--- config.mk ---
export PLATFORM = sky130hd
export DESIGN_NAME = clk_edge_monitor
export DESIGN_NICKNAME = d
export VERILOG_FILES = /design/src/rtl/clk_edge_monitor.sv
export SDC_FILE = /design/constraint.sdc
export NUM_CORES = 1
export LEC_CHECK = 0
export BUFFER_PORTS_ARGS = -buffer_cell sky130_fd_sc_hd__clkbuf_2
export CORE_MARGIN = 1
export CORE_UTILIZATION = 31
export DETAILED_ROUTE_END_ITERATION = 8
export PLACE_DENSITY = 0.45
export RECOVER_POWER = 25
export SKIP_CTS_REPAIR_TIMING = 1
export SLEW_MARGIN = 20
export SYNTH_ARGS = -nofsm -noshare
export SYNTH_HDL_FRONTEND = slang
export SYNTH_SLANG_ARGS = --single-unit
--- constraint.sdc ---
create_clock -name clk_in -period 2.4 [get_ports clk_in]
set_input_delay 0.12 -clock clk_in [delete_from_list [all_inputs] [get_ports clk_in]]
set_output_delay 0.12 -clock clk_in [all_outputs]
set_load 0.02 [all_outputs]
--- src/rtl/clk_edge_monitor.sv ---
// Watches a divided clock from another domain: synchronizes it, emits edge strobes,
// measures the rise-to-rise period and tracks frequency lock through a small FSM.
module clk_edge_monitor #(
  parameter int EXP_PERIOD = 20,
  parameter int TOL        = 2,
  parameter int LOCK_CNT   = 4,
  parameter int TIMEOUT    = 40
) (
  input  logic        clk_in,
  input  logic        rst_n,
  input  logic        slow_clk_in,
  input  logic        en,
  output logic        rise_stb,
  output logic        fall_stb,
  output logic        locked,
  output logic        lost,
  output logic [7:0]  period,
  output logic [15:0] edge_cnt
);

  localparam logic [7:0] PER_LO    = 8'(EXP_PERIOD - TOL);
  localparam logic [7:0] PER_HI    = 8'(EXP_PERIOD + TOL);
  localparam logic [7:0] LOCK_C    = 8'(LOCK_CNT);
  localparam logic [7:0] TIMEOUT_C = 8'(TIMEOUT);

  typedef enum logic [1:0] {
    IDLE    = 2'd0,
    ACQUIRE = 2'd1,
    LOCKED  = 2'd2,
    LOST    = 2'd3
  } state_t;

  state_t      state_q, state_d;
  logic        sync1_q, sync2_q, sync3_q;
  logic        rise_stb_q, fall_stb_q;
  logic [7:0]  per_cnt_q, per_cnt_d;
  logic [7:0]  period_q, period_d;
  logic        have_ref_q, have_ref_d;
  logic [7:0]  good_cnt_q, good_cnt_d;
  logic [15:0] edge_cnt_q, edge_cnt_d;
  logic        locked_q, lost_q;

  logic        rise_s, fall_s, good_s, timeout_s;
  logic [7:0]  good_inc_s;

  assign rise_s     = sync2_q & ~sync3_q;
  assign fall_s     = ~sync2_q & sync3_q;
  // per_cnt_q still holds the just-finished period in the cycle a rise is seen
  assign good_s     = (per_cnt_q >= PER_LO) && (per_cnt_q <= PER_HI);
  assign timeout_s  = ~rise_s && (per_cnt_q >= TIMEOUT_C);
  assign good_inc_s = good_cnt_q + 8'd1;

  always_comb begin
    per_cnt_d = per_cnt_q;
    period_d  = period_q;
    if (rise_s) begin
      per_cnt_d = 8'd1;
      period_d  = per_cnt_q;
    end else if (per_cnt_q != 8'hFF) begin
      per_cnt_d = per_cnt_q + 8'd1;
    end else begin
      per_cnt_d = per_cnt_q;
    end
  end

  always_comb begin
    state_d    = state_q;
    have_ref_d = have_ref_q;
    good_cnt_d = good_cnt_q;
    edge_cnt_d = edge_cnt_q;
    if (!en) begin
      // disable wins over everything, including a rise in the same cycle
      state_d = IDLE;
    end else begin
      if (rise_s && (state_q != IDLE)) begin
        edge_cnt_d = edge_cnt_q + 16'd1;
      end else begin
        edge_cnt_d = edge_cnt_q;
      end
      case (state_q)
        IDLE: begin
          state_d    = ACQUIRE;
          have_ref_d = 1'b0;
          good_cnt_d = 8'd0;
          edge_cnt_d = 16'd0;
        end
        ACQUIRE: begin
          if (rise_s) begin
            if (!have_ref_q) begin
              have_ref_d = 1'b1;
            end else if (good_s) begin
              good_cnt_d = good_inc_s;
              if (good_inc_s >= LOCK_C) begin
                state_d = LOCKED;
              end else begin
                state_d = ACQUIRE;
              end
            end else begin
              good_cnt_d = 8'd0;
            end
          end else if (timeout_s) begin
            good_cnt_d = 8'd0;
            have_ref_d = 1'b0;
          end else begin
            state_d = ACQUIRE;
          end
        end
        LOCKED: begin
          if ((rise_s && !good_s) || timeout_s) begin
            state_d = LOST;
          end else begin
            state_d = LOCKED;
          end
        end
        LOST: begin
          state_d = LOST;
        end
        default: begin
          state_d = IDLE;
        end
      endcase
    end
  end

  always_ff @(posedge clk_in or negedge rst_n) begin
    if (!rst_n) begin
      sync1_q    <= 1'b0;
      sync2_q    <= 1'b0;
      sync3_q    <= 1'b0;
      rise_stb_q <= 1'b0;
      fall_stb_q <= 1'b0;
      per_cnt_q  <= 8'd0;
      period_q   <= 8'd0;
      state_q    <= IDLE;
      have_ref_q <= 1'b0;
      good_cnt_q <= 8'd0;
      edge_cnt_q <= 16'd0;
      locked_q   <= 1'b0;
      lost_q     <= 1'b0;
    end else begin
      sync1_q    <= slow_clk_in;
      sync2_q    <= sync1_q;
      sync3_q    <= sync2_q;
      rise_stb_q <= rise_s;
      fall_stb_q <= fall_s;
      per_cnt_q  <= per_cnt_d;
      period_q   <= period_d;
      state_q    <= state_d;
      have_ref_q <= have_ref_d;
      good_cnt_q <= good_cnt_d;
      edge_cnt_q <= edge_cnt_d;
      locked_q   <= (state_d == LOCKED);
      lost_q     <= (state_d == LOST);
    end
  end

  assign rise_stb = rise_stb_q;
  assign fall_stb = fall_stb_q;
  assign locked   = locked_q;
  assign lost     = lost_q;
  assign period   = period_q;
  assign edge_cnt = edge_cnt_q;

endmodule

==> results by group <==
Placed design
  • Post-place setup slack: 0.3419 ns
  • Inst Count DP: 381
  • GPL Wtd Cong: 0.7494
  • Port bufs: 31
  • Post-DP HPWL: 3.718 mm

Clock network
  • Num CTS Buffers: 5
  • Clk sinks: 50
  • CTS tree: yes
  • Clk buf depth: 2
  • Clock slew at reported path FFs: 0.10 ns
  • Root Driver: clkbuf_8
  • Max H-tree Level: 2
  • Clk Latency, worst-skew pair: 0.31 ns

Route
  • Initial DRC count: 73
  • DRC Markers: 0
  • Final WL: 5.358 mm
  • Avg Vias per Cell: 4.798
  • Post-DRT Antenna Nets: 0
  • DR WL/cell: 13.70 um
  • DR vias: 1876
  • Drt pass-1 iters: 4

Floorplanning
  • Initial Util: 31.97%
  • Die Area: 0.008287 sq mm
  • Die height: 91.04 um
  • Core Box Area: 0.007687 sq mm
  • Top-Level Pins: 32
  • Row cnt: 32
  • Die width: 91.04 um

Power and ir drop
  • Cell-internal power: 1.203 mW
  • Clock network power share: 30.8%
  • LEAKAGE: 1.299 nW
  • Sw Ratio: 30.92%
  • Psw: 538.6 uW
  • Logic pwr share: 13.4%
  • Flop pwr share: 55.8%
  • Pwr Density: 614.8 mW/mm^2
  • Worst VDD drop: 0.2588 mV

Yosys
  • Gate Count Post-Synth: 251
  • Post-synth EDFFs: 0
  • Synth area leader: dfrtp_1
  • Post-synth cell types: 50
  • Warnings from Yosys: 0
  • Synth Net Count: 259
  • Post-synth top area share: 50.92%
  • Seq cells post-synth: 50
  • Cell Area, Synth: 0.002457 sq mm
  • Async SR Flop Fraction: 100.0%
  • Syn avg cell area: 9.790 sq um
  • Most used DFF post-synth: dfrtp_1
  • Most frequent cell after synthesis: dfrtp_1
  • Most frequent cells after synthesis: dfrtp_1, nand2_1, nor2_1
  • Synth top area cells: dfrtp_1, nand2_1, nor2_1
  • Seq/Total Area, Yosys: 50.92%

Cells and area
  • # nets final: 296
  • Post-route non-filler standard cell count: 391
  • Fillers: 813
  • Share of cells above drive strength 1: 9.689%
  • Area Overhead vs Synth: 15.28%
  • Ant diodes: 0

GRT
  • Largest net degree at the start of global routing: 36
  • First-pass GRT wire length: 8.976 mm
  • Vias in the first global route: 1794
  • GRT Residual Overflow: 0
  • Total GRT Usage: 13.60%
  • Initial antenna violation count: 0

STA
  • Worst-Margin Slew: 0.8604 ns
  • Setup TNS Final: 0 ns
  • Final hold violation count: 0
  • Max Slew Vio Count: 0
  • Unrepaired setup endpoints after global routing: no
  • Worst Slack Setup Final: 0.3319 ns
  • Worst clock skew: 0.01094 ns
  • Crit share post-route: 86.17%
  • Peak Freq: 483.5 MHz
  • Final setup viols: 0
  • Max-slew headroom: 42.64%
  • Period minus WS final: 2.068 ns

Flow run
  • Total of max-cap violations: 0

Setup path
  • Critical Path End Type: flip-flop
  • Reg2reg setup slack: 0.33 ns
  • Critical Path AT: 2.32 ns
  • Worst-path fanout max: 8
  • Critical Path Start Type: flip-flop
  • Critical path class: flip-flop to flip-flop
  • Worst EP required: 2.65 ns

Status
  • Outcome: completed

Hold path
  • Min-delay worst type: input pin to flip-flop
==> sequential cells by signal (all words and copies together), names as in the netlist <==
register,cells
edge_cnt,16
good_cnt_q,8
per_cnt_q,8
period,8
state_q,2
fall_stb,1
have_ref_q,1
locked,1
lost,1
rise_stb,1
sync1_q,1
sync2_q,1
sync3_q,1
==> routing by layer <==
layer | wire length, um | vias to the layer above | global-route usage, %
met1 | 2790 | 884 | 19.75
li1 | - | 961 | -
met3 | 127 | 5 | 2.764
met4 | 58 | 0 | 3.968
met5 | 0 | - | 0
met2 | 2381 | 26 | 20.39
==> metrics by stage <==
step / hold slack [ns] / utilization [%] / instance area, sq um / power, mW
floorplan: -0.1756 / - / 2457 / 1.138
global placement: 0.2293 / 35.76 / 2749 / 1.227
detailed placement: 0.2297 / 35.76 / 2749 / 1.229
CTS: -0.1068 / 37.03 / 2846 / 1.773
global route: 0.1829 / 36.85 / 2833 / 1.840
finish: 0.1616 / 36.85 / 2833 / 1.742
==> final cells by class <==
cell class / instances / area (sq um) / share of cell area [%]
Clock inverter: 3 / 28.78 / 1.016
Clock buffer: 5 / 68.82 / 2.429
Multi-Input combinational cell: 187 / 1151 / 40.64
Timing Repair Buffer: 39 / 186.4 / 6.581
Tap cell: 102 / 127.6 / 4.505
Sequential cell: 50 / 1251 / 44.17
Inverter: 5 / 18.77 / 0.6625
==> layout by cell type (no fill, tap or decap), types with 3 or more instances in the layout <==
cell / count
nand3_1: 12
nand2_1: 44
nor4_1: 3
or2_2: 3
clkbuf_8: 5
and3_1: 3
ha_1: 4
nor2_1: 28
a21oi_1: 5
clkbuf_1: 27
buf_4: 6
dfrtp_1: 50
inv_1: 5
xor2_1: 12
o21ai_0: 7
clkbuf_2: 4
nor3_1: 6
and4_1: 3
nand4_1: 5
or3_1: 4
a21o_1: 4
a22o_1: 8
==> logic make-up after synthesis <==
group,count (synthesis),share of synthesized area (%)
DFF,50,50.92
AOI/OAI and AO/OA,42,12.68
buffers and inverters,14,2.240
muxes,2,0.8656
and+or+nand+nor,125,26.27
xor gates and xnor gates,14,4.990
adders and majority gates,4,2.037
==> power by group through the flow <==
stage                     Clock [mW]  Combinational (mW)  Sequential, mW
after floorplan                    0               0.137            1.00
after global placement             0               0.241           0.986
after detailed placement           0               0.241           0.988
after CTS                      0.559               0.243           0.972
after global routing           0.590               0.265           0.985
final                          0.536               0.233           0.972
==> worst max-delay path, stage by stage, from the launching register on <==
cell	delay, ns
dfrtp_1	0.46
or3b_1	0.42
or4_4	0.58
nand3b_4	0.22
nor2_8	0.18
a22o_1	0.15
==> final timing paths <==
path	start	to	cells past startpoint
max	per_cnt_q[5]	good_cnt_q[6]	5
min	en	edge_cnt[0]	3
max reg2reg	per_cnt_q[5]	good_cnt_q[6]	5
min reg2reg	sync1_q	sync2_q	0
max in group asynchronous	rst_n	edge_cnt[4]	3
min in group asynchronous	rst_n	period[0]	2
Note: power is estimated with default switching activity, not from simulation.
